[config.mk]
export PLATFORM = sky130hd
export DESIGN_NAME = fpdiv_iter
export DESIGN_NICKNAME = d
export VERILOG_FILES = /design/src/rtl/fpdiv_pkg.sv /design/src/rtl/fpdiv_datapath.sv /design/src/rtl/fpdiv_iter.sv
export SDC_FILE = /design/constraint.sdc
export NUM_CORES = 1
export LEC_CHECK = 0
export CAP_MARGIN = 40
export CORE_MARGIN = 5
export CORE_UTILIZATION = 35
export CTS_CLUSTER_DIAMETER = 30
export DETAILED_ROUTE_END_ITERATION = 16
export PLACE_DENSITY_LB_ADDON = 0.3
export SLEW_MARGIN = 20
export SYNTH_ARGS = -nofsm -noshare
export SYNTH_HDL_FRONTEND = slang
export SYNTH_SLANG_ARGS = --single-unit
[constraint.sdc]
create_clock -name clk -period 6.2 [get_ports clk]
set_clock_uncertainty 0.05 [all_clocks]
set_input_delay 1.24 -clock clk [delete_from_list [all_inputs] [get_ports clk]]
set_output_delay 1.24 -clock clk [all_outputs]
set_load 0.02 [all_outputs]
[src/rtl/fpdiv_pkg.sv]
// Shared types for the iterative fixed-point divider: FSM state encoding and counter sizing.
package fpdiv_pkg;

  typedef enum logic [1:0] {
    IDLE = 2'd0,
    CALC = 2'd1,
    DONE = 2'd2
  } state_t;

  // Counter must reach n+d so the final CALC cycle can register the fixed-up result.
  function automatic int cnt_width(input int n, input int d);
    return $clog2(n + d + 1);
  endfunction

endpackage

[src/rtl/fpdiv_datapath.sv]
// Operand/remainder/quotient registers with one restoring shift-subtract step per cycle.
// Sign fix-up and divide-by-zero saturation are registered into c/dbz on finish; holds otherwise.
module fpdiv_datapath
  import fpdiv_pkg::*;
#(
  parameter int n    = 32,
  parameter int sign = 1,
  parameter int cw   = 6
) (
  input  logic          clk,
  input  logic          reset,
  input  logic          load,
  input  logic          step,
  input  logic          finish,
  input  logic [cw-1:0] cnt,
  input  logic [n-1:0]  a,
  input  logic [n-1:0]  b,
  output logic [n-1:0]  c,
  output logic          dbz
);

  localparam logic [n-1:0] msb     = {1'b1, {(n-1){1'b0}}};
  localparam logic [n-1:0] sat_pos = {1'b0, {(n-1){1'b1}}};

  logic [n-1:0] a_r, b_r, q;
  logic [n:0]   rem;
  logic [n-1:0] c_r;
  logic         dbz_r;

  logic         a_neg, b_neg, b_zero, din, trial_neg;
  logic [n-1:0] a_mag, b_mag, bit_mask, res;
  logic [n+1:0] shifted, trial;

  always_comb begin
    a_neg  = (sign != 0) && a_r[n-1];
    b_neg  = (sign != 0) && b_r[n-1];
    // Unsigned n-bit magnitude keeps 2^(n-1) exact for the most-negative operand.
    a_mag  = a_neg ? -a_r : a_r;
    b_mag  = b_neg ? -b_r : b_r;
    b_zero = (b_r == '0);

    // Dividend is a_mag followed by d zero bits, consumed MSB first.
    bit_mask  = msb >> cnt;
    din       = |(a_mag & bit_mask);
    shifted   = {rem, din};
    trial     = shifted - {2'b00, b_mag};
    trial_neg = trial[n+1];

    res = '0;
    if (b_zero) begin
      if (sign != 0) res = a_neg ? msb : sat_pos;
      else           res = '1;
    end else begin
      res = (a_neg ^ b_neg) ? -q : q;
    end
  end

  always_ff @(posedge clk) begin
    if (!reset) begin
      a_r   <= '0;
      b_r   <= '0;
      rem   <= '0;
      q     <= '0;
      c_r   <= '0;
      dbz_r <= 1'b0;
    end else begin
      if (load) begin
        a_r <= a;
        b_r <= b;
        rem <= '0;
        q   <= '0;
      end
      if (step) begin
        rem <= trial_neg ? shifted[n:0] : trial[n:0];
        q   <= {q[n-2:0], ~trial_neg};
      end
      if (finish) begin
        c_r   <= res;
        dbz_r <= b_zero;
      end
    end
  end

  assign c   = c_r;
  assign dbz = dbz_r;

endmodule

[src/rtl/fpdiv_iter.sv]
// Iterative fixed-point divider c = (a<<d)/b; result valid n+d+1 cycles after accept.
// Single operation in flight: recv_rdy only in IDLE, result held in DONE until send_rdy.
module fpdiv_iter
  import fpdiv_pkg::*;
#(
  parameter int n    = 32,
  parameter int d    = 16,
  parameter int sign = 1
) (
  input  logic         clk,
  input  logic         reset,
  input  logic         recv_val,
  output logic         recv_rdy,
  input  logic [n-1:0] a,
  input  logic [n-1:0] b,
  output logic         send_val,
  input  logic         send_rdy,
  output logic [n-1:0] c,
  output logic         dbz
);

  localparam int             cw       = cnt_width(n, d);
  localparam logic [cw-1:0]  cnt_last = cw'(n + d);

  state_t        state, state_nx;
  logic [cw-1:0] cnt;
  logic          load, step, finish;

  always_ff @(posedge clk) begin
    if (!reset) state <= IDLE;
    else        state <= state_nx;
  end

  always_comb begin
    state_nx = state;
    recv_rdy = 1'b0;
    send_val = 1'b0;
    load     = 1'b0;
    step     = 1'b0;
    finish   = 1'b0;
    case (state)
      IDLE: begin
        recv_rdy = 1'b1;
        if (recv_val) begin
          load     = 1'b1;
          state_nx = CALC;
        end
      end
      CALC: begin
        // n+d step cycles, then one cycle registering the signed/saturated result.
        if (cnt == cnt_last) begin
          finish   = 1'b1;
          state_nx = DONE;
        end else begin
          step = 1'b1;
        end
      end
      DONE: begin
        send_val = 1'b1;
        if (send_rdy) state_nx = IDLE;
      end
      default: state_nx = IDLE;
    endcase
  end

  always_ff @(posedge clk) begin
    if (!reset)    cnt <= '0;
    else if (load) cnt <= '0;
    else if (step) cnt <= cnt + cw'(1);
  end

  fpdiv_datapath #(
    .n    (n),
    .sign (sign),
    .cw   (cw)
  ) u_datapath (
    .clk    (clk),
    .reset  (reset),
    .load   (load),
    .step   (step),
    .finish (finish),
    .cnt    (cnt),
    .a      (a),
    .b      (b),
    .c      (c),
    .dbz    (dbz)
  );

endmodule

* Word-level counts from Yosys, hierarchy flattened
Cells that the tools add are included.
** Storage, ports and cells
- Flip-flop bits (word level) :: 170
** Operators by class
- Reductions and logical operators :: 6
- Shift-type cells :: 1
- Eq/ne operators :: 6
- Add/subtract/negate cells :: 5
- Muxes and demuxes :: 22
- Bitwise gates (word level) :: 4
** Operators by type and width (count)
- $mux W32 :: 7
- $mux W33 :: 3
- $neg A32 Y32 :: 3
- $sub A34 B32 Y34 :: 1
- $and A32 B32 Y32 :: 1
- $logic_not A32 Y1 :: 1
- $reduce_or A32 Y1 :: 1
- $shr A32 B6 Y32 const A :: 1
- $mux W1 :: 8
- $add A6 B1 Y6 const B :: 1
- $eq A6 B6 Y1 const B :: 1
- $mux W2 :: 3
- $ne A2 B2 Y1 const B :: 3
- $pmux W2 S3 :: 1
- $reduce_and A3 Y1 :: 1
- $eq A2 B1 Y1 const B :: 1
- $eq A2 B2 Y1 const B :: 1
- $logic_not A2 Y1 :: 1
- $not A1 Y1 :: 2
- $reduce_bool A2 Y1 :: 1
- $reduce_or A2 Y1 :: 1
- $xor A1 B1 Y1 :: 1

* Depth between registers and ports, before layout
- Depth in word-level cells :: 7
- Depth in mapped cells :: 23
- Depth with buffers taken out :: 21

* Modules after synthesis
A second synthesis with hierarchy kept.
** Second synthesis, totals
- Cell total of the unflattened synthesis :: 1351
- Area, all modules :: 10845.4 um2
** By module, submodules not included
- fpdiv_datapath :: instances 1, area an instance 10348.7 um2, cells each 1295
- fpdiv_iter :: instances 1, area an instance 496.7 um2, cells each 56

* Least setup slack after synthesis
OpenSTA, ideal clock, no wires.
- Path kind :: reg2reg
- From :: register u_datapath.a_r[0]
- To :: register u_datapath.rem[10]
- Stages on the path, launching flop included :: 23
- Slack :: 689 ps
- Setup time :: 130 ps
- Clock period less this slack :: 5511 ps
- Arrival :: 5331 ps
- Cell sequence :: dfxtp_1 clkbuf_1 inv_1 ha_1 or3b_2 or3_4 or4b_4 mux2i_1 a32o_1 a41oi_1 o2111ai_2 nor4_4 ha_1 nor2b_1 o2111ai_1 a21oi_1 o31ai_1 a2111oi_0 a211oi_1 clkbuf_1 buf_2 mux2i_1 o21ai_0
** Between the ends
- Word-level cells in the longest chain between the ends :: 7
** RTL lines
- start, declared :: RTL line fpdiv_datapath.sv:25 : logic [n-1:0] a_r, b_r, q;
- start signal, assigned :: RTL line fpdiv_datapath.sv:60 : a_r <= '0;
- start signal, assigned :: RTL line fpdiv_datapath.sv:68 : a_r <= a;
- $neg A32 Y32 :: RTL line fpdiv_datapath.sv:38 : a_mag = a_neg ? -a_r : a_r;
- $mux W32 (*) :: RTL line fpdiv_datapath.sv:38
- $and A32 B32 Y32 (*) :: RTL line fpdiv_datapath.sv:44 : din = |(a_mag & bit_mask);
- $reduce_or A32 Y1 (*) :: RTL line fpdiv_datapath.sv:44
- $sub A34 B32 Y34 (*) :: RTL line fpdiv_datapath.sv:46 : trial = shifted - {2'b00, b_mag};
- $mux W33 (*) :: RTL line fpdiv_datapath.sv:74 : rem <= trial_neg ? shifted[n:0] : trial[n:0];
- $mux W33 (*) :: RTL line fpdiv_datapath.sv:73 : if (step) begin
- end signal, assigned :: RTL line fpdiv_datapath.sv:74
- end, declared :: RTL line fpdiv_datapath.sv:26 : logic [n:0] rem;
Mark *: on every way between the ends. The rest lies on a longest branch, timed or not.
A chain may end at the register's enable or synchronous reset.

* Final worst setup path
- From :: register u_datapath.a_r[0]
- To :: register u_datapath.rem[32]
Same word-level chain as after synthesis.

==> summary.txt <==
Clock tree
  • CTS tree: yes
  • Total CTS buffers: 17
  • H-tree depth: 4
  • Clock Pin Slew Worst Setup and Hold Paths: 0.08 ns
  • CTS Hold Bufs: 0
  • Worst-Skew Late Latency: 0.45 ns
  • Root Driver: clkbuf_16
  • Post-CTS repair timing setup buffer count: 0
  • Clock Sinks: 170
  • CTS max path bufs: 2

Synthesis
  • Count leader, synth: nand2_1
  • Top cells by area, synth: dfxtp_1 (31%), nand2_1 (9.5%), a21boi_0 (6.7%)
  • Commonest cells in the netlist: nand2_1 (279), dfxtp_1 (170), o21ai_0 (101)
  • Synth cell types: 73
  • Register area share after synthesis: 0.3085
  • Async SR Flop Fraction: 0
  • Syn Area/Cell: just under 8 um2
  • Ys Warns: 0
  • Cell area after synthesis: 0.01103 mm2
  • Post-synthesis net count: 1539
  • FF+latch count, synth: 170
  • Yosys top cell area share: 0.3085
  • Yosys top cell by area: dfxtp_1
  • Synthesized instance count: about 1400
  • Post-synth EDFFs: 0
  • Main synth FF type: dfxtp_1

Die
  • Placeable Area: 0.03131 mm2
  • Die ar.: 0.03517 mm2
  • Chip height: 187.5 um
  • Die W: 187.5 um
  • Starting Density: 0.3523
  • Row count: 65
  • I/O pins: roughly 100

Drt
  • Vias per cell: 5.422
  • DR pass1 iterations: 5
  • DRT antenna net count: 0
  • Initial drt markers: 647
  • DRC Markers: 0
  • Vias post-DR: 10240
  • Drt total wl: 29680 um
  • Post-DR wirelength/cell: 15.71 um

Worst hold path
  • WHS Endpoint: u_datapath.c[22]
  • Hold WC Path Type: reg2reg
  • Min-Delay Path Depth: 2
  • HP Start: u_datapath.c[22]

Flow run
  • Maxcap violations: 0

Timing
  • Highest clock rate: between 0.15 and 0.2 GHz
  • Crit path time final: 5.793 ns
  • Worst slew pin tran: 0.8574 ns
  • Post-route setup TNS: 0 ns
  • Slew headroom: 0.4240
  • Minimum hold slack: 0.3990 ns
  • Final Cycle Share: 0.9344
  • Fin. Hold Viols: 0
  • Endpoints failing setup: 0
  • RSZ-0062 raised after global routing: false
  • Pins Over Slew Limit: 0

Placed design
  • Placed Area: 0.01235 mm2
  • Post-DP HPWL: 20920 um
  • Port bufs: 102
  • Routability Congestion: 0.8655

Pwr
  • Peak VDD IR: between 0.0002 and 0.00025 V
  • P per Cell Area: 216.1 mW/mm2
  • Total power: 2.805 mW
  • Leak pwr: 4.707 nW

Worst setup path
  • Origin of the critical flop-to-flop path: u_datapath.a_r[0]
  • Worst Path Arrival: 6.06 ns
  • Setup crit end kind: flip-flop
  • Critical R2R Capture: u_datapath.rem[32]
  • R2R setup slack: 0.41 ns
  • Startpoint Class: flip-flop
  • Worst Reg-to-Reg Cells: 21
  • Crit-path max FO: 8
  • Critical path class: reg2reg
  • CP required: about 6.5 ns

Layout
  • Finished Cell Area: 0.01298 mm2
  • Diode count: 0
  • NumNets Final: between 1500 and 2000
  • Layout area overhead: 17.64%
  • Util after Layout: 0.4144
  • Share of post-route cells with drive strength above 1: 0.06052

Global route
  • Largest net degree at the start of global routing: 78
  • First-pass GRT wire length: about 50000 um
  • Initial antenna violation count: 0
  • Grt ovf: 0
  • All-layer global routing usage: 0.1659
  • Vias in the first global route: roughly 9900

Outcome
  • Status: completed
-- area by class of cell --
type,count,area (um2)
clock buffer,17,425.4
clock inverter,15,176.4
fill,3175,18340
inverter,24,90.09
multi-input combinational,1135,7176
sequential,170,3403
tap,402,503.0
timing repair buffer,126,1202
-- critical path, stage by stage (launching register included) --
cell      delay (ns)
dfxtp_1         0.39
inv_1           0.09
ha_1            0.22
or3b_2          0.52
or3_4           0.39
or4b_4          0.61
o41ai_2         0.28
xnor2_1         0.17
nand2_1         0.07
a211oi_1        0.42
nor4_4          0.06
ha_1            0.22
fa_1            0.41
nor2b_1         0.17
o31a_1          0.18
o21a_1          0.17
o21ai_0         0.19
a31oi_2         0.30
a31oi_1         0.14
o311ai_0        0.36
xor2_1          0.18
o21ai_0         0.08
-- state kept, by name, indices dropped and copies added, names as in the netlist --
signal / count
u_datapath.q: 32
state: 2
u_datapath.c: 32
cnt: 6
u_datapath.a_r: 32
u_datapath.rem: 33
u_datapath.b_r: 32
u_datapath.dbz: 1
-- through the flow --
step | instances | setup slack [ns]
floorplan | 1429 | 0.6892
global placement | 1853 | 0.4725
detailed placement | 1856 | 0.3224
CTS | 1888 | 0.2824
global route | 1889 | 0.07804
finish | 1889 | 0.4069
-- layer usage --
metal  global-route usage  wire [um]  vias to the layer above
met5                    0          0                        -
li1                     -          -                     5165
met1               0.2184      14150                     4849
met3              0.03034       1051                       37
met4              0.04715        520                        0
met2               0.2792      13960                      191
-- where the power goes --
part	switching (mW)	total (mW)	internal [mW]
Combinational	0.330	0.565	0.235
Clock	0.538	1.08	0.543
Sequential	0.0388	1.16	1.12
-- timing repair --
action | in CTS | in global routing
resized for setup | 0 | 2
endpoints found under the setup margin | 0 | 23
endpoints found under the hold margin | 0 | 0
-- cells by family after synthesis --
group	count (synthesis)	share of synthesized area
XOR/XNOR	109	0.08655
AO/OA/AOI/OAI	410	0.2489
flip-flops	170	0.3085
buffers and inverters	124	0.04537
adder cells (fa/ha/maj)	42	0.04832
AND/OR/NAND/NOR	542	0.2332
multiplexers	32	0.02915
-- cell usage in the layout, fill, tap and decap left out, types with 52 or more instances in the layout --
cell             count
a21oi_1             70
nand2_1            278
xnor2_1             57
nand3_1             54
a21boi_0            99
o21ai_0            101
nor2_1              57
dfxtp_1            170
xor2_1              52
clkdlybuf4s50_1    101
-- worst max-delay path by stage --
| stage | start | endpoint | slack, ns | cells after the start |
|---|---|---|---|---|
| after floorplan | u_datapath.a_r[0] | u_datapath.rem[10] | 0.69 | 22 |
| after global placement | u_datapath.a_r[0] | u_datapath.rem[13] | 0.47 | 21 |
| after detailed placement | u_datapath.a_r[0] | u_datapath.rem[21] | 0.32 | 21 |
| after CTS | u_datapath.a_r[0] | u_datapath.rem[20] | 0.28 | 21 |
| after global routing | u_datapath.a_r[0] | u_datapath.rem[20] | 0.08 | 21 |
| final | u_datapath.a_r[0] | u_datapath.rem[32] | 0.41 | 21 |
No activity file was read; power rests on OpenSTA's default activity.
